==> src/rtl/spectro_pkg.sv <==
// Shared types and constants for the spectrogram frame assembler.
// Optional timestamp latching is enabled by defining SPECTRO_FRAME_TS_EN.
package spectro_pkg;

  localparam int WORD_W   = 12;
  localparam int N_SLOTS  = 16;
  localparam int SLOT_RTC = 0;

  typedef enum logic [1:0] {IDLE, ARM, SHIFT, DONE} asm_state_t;

  typedef struct packed {
    logic [3:0]  idx;
    logic [11:0] data;
  } fifo_entry_t;

endpackage

==> src/rtl/spectro_word_fifo.sv <==
// Synchronous show-ahead FIFO of tagged words; a simultaneous pop frees room
// for a push issued while full.
module spectro_word_fifo
  import spectro_pkg::*;
#(
  parameter int DEPTH = 4
) (
  input  logic        clk,
  input  logic        rst_n,
  input  logic        push,
  input  fifo_entry_t push_data,
  input  logic        pop,
  output fifo_entry_t head,
  output logic        empty,
  output logic        accepted
);

  localparam int AW = (DEPTH > 1) ? $clog2(DEPTH) : 1;

  fifo_entry_t   mem [DEPTH];
  logic [AW-1:0] wr_ptr;
  logic [AW-1:0] rd_ptr;
  logic [AW:0]   count;
  logic          full;
  logic          do_pop;

  assign empty    = (count == '0);
  assign full     = (count == (AW+1)'(DEPTH));
  assign do_pop   = pop && !empty;
  assign accepted = push && (!full || do_pop);
  assign head     = mem[rd_ptr];

  always_ff @(posedge clk or negedge rst_n) begin
    if (!rst_n) begin
      wr_ptr <= '0;
      rd_ptr <= '0;
      count  <= '0;
    end else begin
      if (accepted) wr_ptr <= wr_ptr + 1'b1;
      if (do_pop)   rd_ptr <= rd_ptr + 1'b1;
      case ({accepted, do_pop})
        2'b10:   count <= count + 1'b1;
        2'b01:   count <= count - 1'b1;
        default: count <= count;
      endcase
    end
  end

  // NOTE: storage has no reset; the pointers and count alone define what is valid.
  always_ff @(posedge clk) begin
    if (accepted) mem[wr_ptr] <= push_data;
  end

endmodule

==> src/rtl/spectro_frame_assembler.sv <==
// Rebuilds tagged 12-bit words from the PISO serial stream into a word FIFO.
// Define SPECTRO_FRAME_TS_EN to latch the slot-0 RTC word into frame_min/frame_sec.
module spectro_frame_assembler #(
  parameter int FIFO_DEPTH = 4,
  parameter int WORD_W     = 12,
  parameter int N_SLOTS    = 16
) (
  input  logic              clk,
  input  logic              reset,
  input  logic              serial_in,
  input  logic              sl_in,
  input  logic              ovf_in,
  output logic [WORD_W-1:0] word_data,
  output logic [3:0]        word_idx,
  output logic              word_last,
  output logic              word_valid,
  input  logic              word_ready,
  output logic              busy,
  output logic              err_short,
  output logic              err_drop,
  output logic [5:0]        frame_min,
  output logic [5:0]        frame_sec
);
  import spectro_pkg::*;

  localparam int CW = $clog2(WORD_W);

  asm_state_t        state;
  logic [3:0]        slot;
  logic [CW-1:0]     bit_cnt;
  logic [WORD_W-2:0] sreg;
  logic              ovf_q;
  logic              ovf_q2;
  logic              rise;
  logic              push;
  logic              accepted;
  logic              empty;
  fifo_entry_t       push_data;
  fifo_entry_t       head;

  assign rise = ovf_q && !ovf_q2;
  // An overflow rise wins over a final bit taken on the same edge.
  assign push = (state == SHIFT) && !sl_in && (bit_cnt == CW'(WORD_W-1)) && !rise;
  assign push_data.idx  = slot;
  assign push_data.data = {sreg, serial_in};

  spectro_word_fifo #(.DEPTH(FIFO_DEPTH)) u_fifo (
    .clk      (clk),
    .rst_n    (reset),
    .push     (push),
    .push_data(push_data),
    .pop      (word_ready),
    .head     (head),
    .empty    (empty),
    .accepted (accepted)
  );

  assign word_valid = !empty;
  assign word_data  = word_valid ? head.data : '0;
  assign word_idx   = word_valid ? head.idx  : '0;
  assign word_last  = word_valid && (head.idx == 4'(N_SLOTS-1));
  assign busy       = (state != IDLE);

  // NOTE: sequential state uses non-blocking assignments so every register sees pre-edge values.
  always_ff @(posedge clk or negedge reset) begin
    if (!reset) begin
      state     <= IDLE;
      slot      <= '0;
      bit_cnt   <= '0;
      sreg      <= '0;
      ovf_q     <= 1'b0;
      ovf_q2    <= 1'b0;
      err_short <= 1'b0;
      err_drop  <= 1'b0;
    end else begin
      ovf_q  <= ovf_in;
      ovf_q2 <= ovf_q;
      if (rise) begin
        state     <= ARM;
        slot      <= '0;
        bit_cnt   <= '0;
        err_short <= 1'b0;
        err_drop  <= 1'b0;
      end else begin
        if (push && !accepted) err_drop <= 1'b1;
        case (state)
          IDLE: ;
          ARM: begin
            if (sl_in) begin
              state   <= SHIFT;
              bit_cnt <= '0;
            end
          end
          SHIFT: begin
            if (sl_in) begin
              if (bit_cnt != '0) err_short <= 1'b1;
              bit_cnt <= '0;
            end else begin
              sreg <= {sreg[WORD_W-3:0], serial_in};
              if (push) begin
                bit_cnt <= '0;
                if (slot == 4'(N_SLOTS-1)) begin
                  state <= DONE;
                end else begin
                  slot  <= slot + 4'd1;
                  state <= ARM;
                end
              end else begin
                bit_cnt <= bit_cnt + 1'b1;
              end
            end
          end
          DONE:    state <= IDLE;
          default: state <= IDLE;
        endcase
      end
    end
  end

`ifdef SPECTRO_FRAME_TS_EN
  always_ff @(posedge clk or negedge reset) begin
    if (!reset) begin
      frame_min <= '0;
      frame_sec <= '0;
    end else if (accepted && (push_data.idx == 4'(SLOT_RTC))) begin
      frame_min <= push_data.data[11:6];
      frame_sec <= push_data.data[5:0];
    end
  end
`else
  assign frame_min = '0;
  assign frame_sec = '0;
`endif

endmodule
==> config.mk <==
export PLATFORM = sky130hd
export DESIGN_NAME = spectro_frame_assembler
export DESIGN_NICKNAME = d
export VERILOG_FILES = /design/src/rtl/spectro_pkg.sv /design/src/rtl/spectro_word_fifo.sv /design/src/rtl/spectro_frame_assembler.sv
export SDC_FILE = /design/constraint.sdc
export NUM_CORES = 1
export LEC_CHECK = 0
export ABC_CLOCK_PERIOD_IN_PS = 1800
export CAP_MARGIN = 5
export CELL_PAD_IN_SITES_DETAIL_PLACEMENT = 1
export CELL_PAD_IN_SITES_GLOBAL_PLACEMENT = 1
export CORE_MARGIN = 4
export CORE_UTILIZATION = 43
export DETAILED_ROUTE_END_ITERATION = 8
export PLACE_DENSITY = 0.84
export SLEW_MARGIN = 20
export SYNTH_ARGS = -nofsm -noshare
export SYNTH_HDL_FRONTEND = slang
export SYNTH_SLANG_ARGS = --single-unit
==> constraint.sdc <==
create_clock -name clk -period 1.8 [get_ports clk]
set_input_delay 0.36 -clock clk [delete_from_list [all_inputs] [get_ports clk]]
set_output_delay 0.36 -clock clk [all_outputs]
set_load 0.05 [all_outputs]
==> impl_metrics.yaml <==
yosys:
  synth_edf_count: 64
  syn_avg_cell_area_um2: 16.7
  seq_area_frac_synth_pct: 67.0
  yosysMostFrequentCell: "edfxtp_1"
  ys_top_cells_by_area: "edfxtp_1 47%, dfrtp_1 20%, mux4_2 8.9%, and2_1 3.1%, mux2_2 3.0%"
  async_reset_ff_share_pct: 33.3
  synth_flop_cell: "edfxtp_1"
  yosysWarnings: 0
  syn_area_um2: 4060
  synth_cells: 243
  synth_top_cell_by_area: "edfxtp_1"
  synth.top_cell.area_share_pct: 47.3
  synth_cell_type_count: 48
  netlist_top_cells_count: "64 x edfxtp_1, 32 x dfrtp_1, 20 x and2_1"
  ys_ff_latch: 96
cts:
  htree_levels: 3
  cts_buffer_depth: 2
  clk_pin_slew_ns: 0.10
  cts_root_buffer: "clkbuf_8"
  cts_hold_buf: 0
  clock_latency_ns: 0.36
  cts_tree: "yes"
  clock-sinks: 96
  cts_buffers: 9
route:
  drc: 0
  post_drt_wl_per_cell_um: 19.7
  dr.pass1.iters: 4
  routed_wl_um: 9080
  ant_nets: 0
  first_iter_violations: 78
  via_per_inst: 5.08
  via_count: 2344
sta:
  finalClockSkew_ns: 0.00995
  period_needed_ns: 2.21
  rsz0062_at_grt: "yes"
  fin_ws_ns: -0.413
  finalHoldViolations: 0
  drv_slew: 0
  final.setup.tns_ns: -6.22
  setup_violations: 20
  hold_ws_ns: 0.389
  fmax_mhz: 452
  min_period_over_period_pct: 123
grt:
  grt_pass1_vias: 2482
  grt.overflow.total: 0
  antenna_found_initial: 0
  grt_pass1_wl_um: 13300
  grt_max_degree: 33
  grtUsageTotal_pct: 15.8
worst_setup_path:
  arrival_ns: 1.85
  path_max_fanout: 4
  critPathCaptureType: "primary output"
  start_kind: "flip-flop"
  cp.required_ns: 1.44
  path_class: "reg2out"
floorplanning:
  core_area_um2: 9240
  dieWidth_um: 105
  num_rows: 35
  start_util_pct: 44.0
  die_h_um: 105
  io_pins: 39
  die_area_um2: 11100
power_and_ir_drop:
  max-vdd-ir-drop_uv: 360
  leakage_nw: 2.13
  p_int_mw: 3.18
  clock_power_share_pct: 30.7
  p_sw_mw: 1.10
  switching_share_pct: 25.7
  p_per_area_nw_per_um2: 802
  p_comb_share_pct: 8.2
  p_seq_share_pct: 61.1
  total_power_mw: 4.28
placed_design:
  place_hpwl_um: 5400
  gp_congestion: 0.749
  io_buffers: 26
layout:
  num_antenna_cells: 0
  drive_gt1_share_pct: 47.3
  num-fill-cells: 849
  nets: 341
  syn_to_final_growth_pct: 31.4
status:
  violations: "setup timing"
  outcome: "finished, violations left"
min_path:
  hp-class: "in2async"
job:
  max_cap_viol_count: 0
-- layout by cell type, fill, tap and decap left out, types with 4 or more instances in the layout --
| cell | count |
|---|---|
| buf_6 | 9 |
| mux4_2 | 16 |
| buf_8 | 16 |
| clkbuf_8 | 9 |
| nand2_1 | 4 |
| xnor2_1 | 7 |
| conb_1 | 12 |
| and2_4 | 22 |
| inv_1 | 6 |
| dfrtp_1 | 31 |
| ha_1 | 6 |
| o21ai_0 | 4 |
| nor2_1 | 7 |
| a21oi_1 | 4 |
| mux2_2 | 11 |
| buf_4 | 41 |
| buf_12 | 7 |
| edfxtp_1 | 64 |
-- worst max-delay path, stage by stage, from the launching register on --
cell and delay, ns:
dfrtp_2 0.47, buf_6 0.15, mux4_2 0.52, and4_4 0.21
buf_6 0.14
-- per-stage QoR --
stage	area [um^2]	setup slack [ns]	cells	util (%)
final	5340	-0.413	461	57.8
after global routing	5340	-0.481	461	57.8
after floorplan	4150	-0.0585	254	-
after detailed placement	4670	-0.413	421	50.5
after CTS	4980	-0.447	442	53.9
after global placement	4670	-0.377	421	50.5
-- cell families (layout without fill, tap and decap cells) --
kind of cell | after synthesis | in the layout | synth area share, %
flops | 96 | 96 | 67.0
simple gates | 55 | 58 | 8.25
mux | 31 | 31 | 13.1
buf+inv | 26 | 101 | 3.82
compound gates | 18 | 18 | 3.39
fa+ha+maj | 8 | 8 | 2.65
xor+xnor | 8 | 8 | 1.72
other cells | 1 | 12 | 0.0923
-- final timing paths --
| check | from | end | slack (ns) | cells past startpoint |
|---|---|---|---|---|
| min in group clk | ovf_q | ovf_q2 | 0.43 | 0 |
| hold reg to reg | ovf_q | ovf_q2 | 0.43 | 0 |
| hold / removal | reset | state[1] | 0.39 | 2 |
| setup / recovery | u_fifo.rd_ptr[0] | word_last | -0.41 | 4 |
| max in group asynchronous | reset | u_fifo.rd_ptr[0] | 1.07 | 2 |
| setup reg to reg | bit_cnt[0] | u_fifo.count[1] | -0.08 | 5 |
-- registers in the layout, summed over array words and instances (netlist names) --
| register | cells |
|---|---|
| ovf_q2 | 1 |
| err_drop | 1 |
| u_fifo.rd_ptr | 2 |
| u_fifo.mem | 64 |
| sreg | 11 |
| bit_cnt | 4 |
| slot | 4 |
| ovf_q | 1 |
| state | 2 |
| u_fifo.count | 3 |
| u_fifo.wr_ptr | 2 |
| err_short | 1 |
-- repair_timing --
action	in CTS	in global routing
buffers inserted	5	19
pin swaps	5	22
setup endpoints to repair	20	86
gates cloned	0	4
resized for setup	27	47
-- cell type report --
type                    instances  area [um^2]  area share (%)
clock inverters                 7         58.8            1.10
multi-input cells             135         1380            25.9
clock buffers                   9          124            2.32
well taps                     129          161            3.02
repair buffers                 79          866            16.2
flip-flops and latches         96         2720            51.0
inverters                       6         22.5           0.422
-- routing by layer --
metal | up-vias | part of all wire, % | GRT usage, %
li1 | 1063 | - | -
met1 | 1214 | 40 | 18.7
met2 | 55 | 55 | 28.3
met3 | 12 | 3.1 | 2.96
met4 | 0 | 1.3 | 5.90
met5 | - | 0 | 0
-- power groups by stage --
stage	combinational, mW	sequential [mW]	clock [mW]
3_3_place_gp	0.284	2.64	0
2_1_floorplan	0.215	2.62	0
5_1_grt	0.377	2.63	1.47
6_report	0.350	2.61	1.31
3_5_place_dp	0.300	2.66	0
4_1_cts	0.310	2.61	1.35
Note: power is estimated with default switching activity, not from simulation.
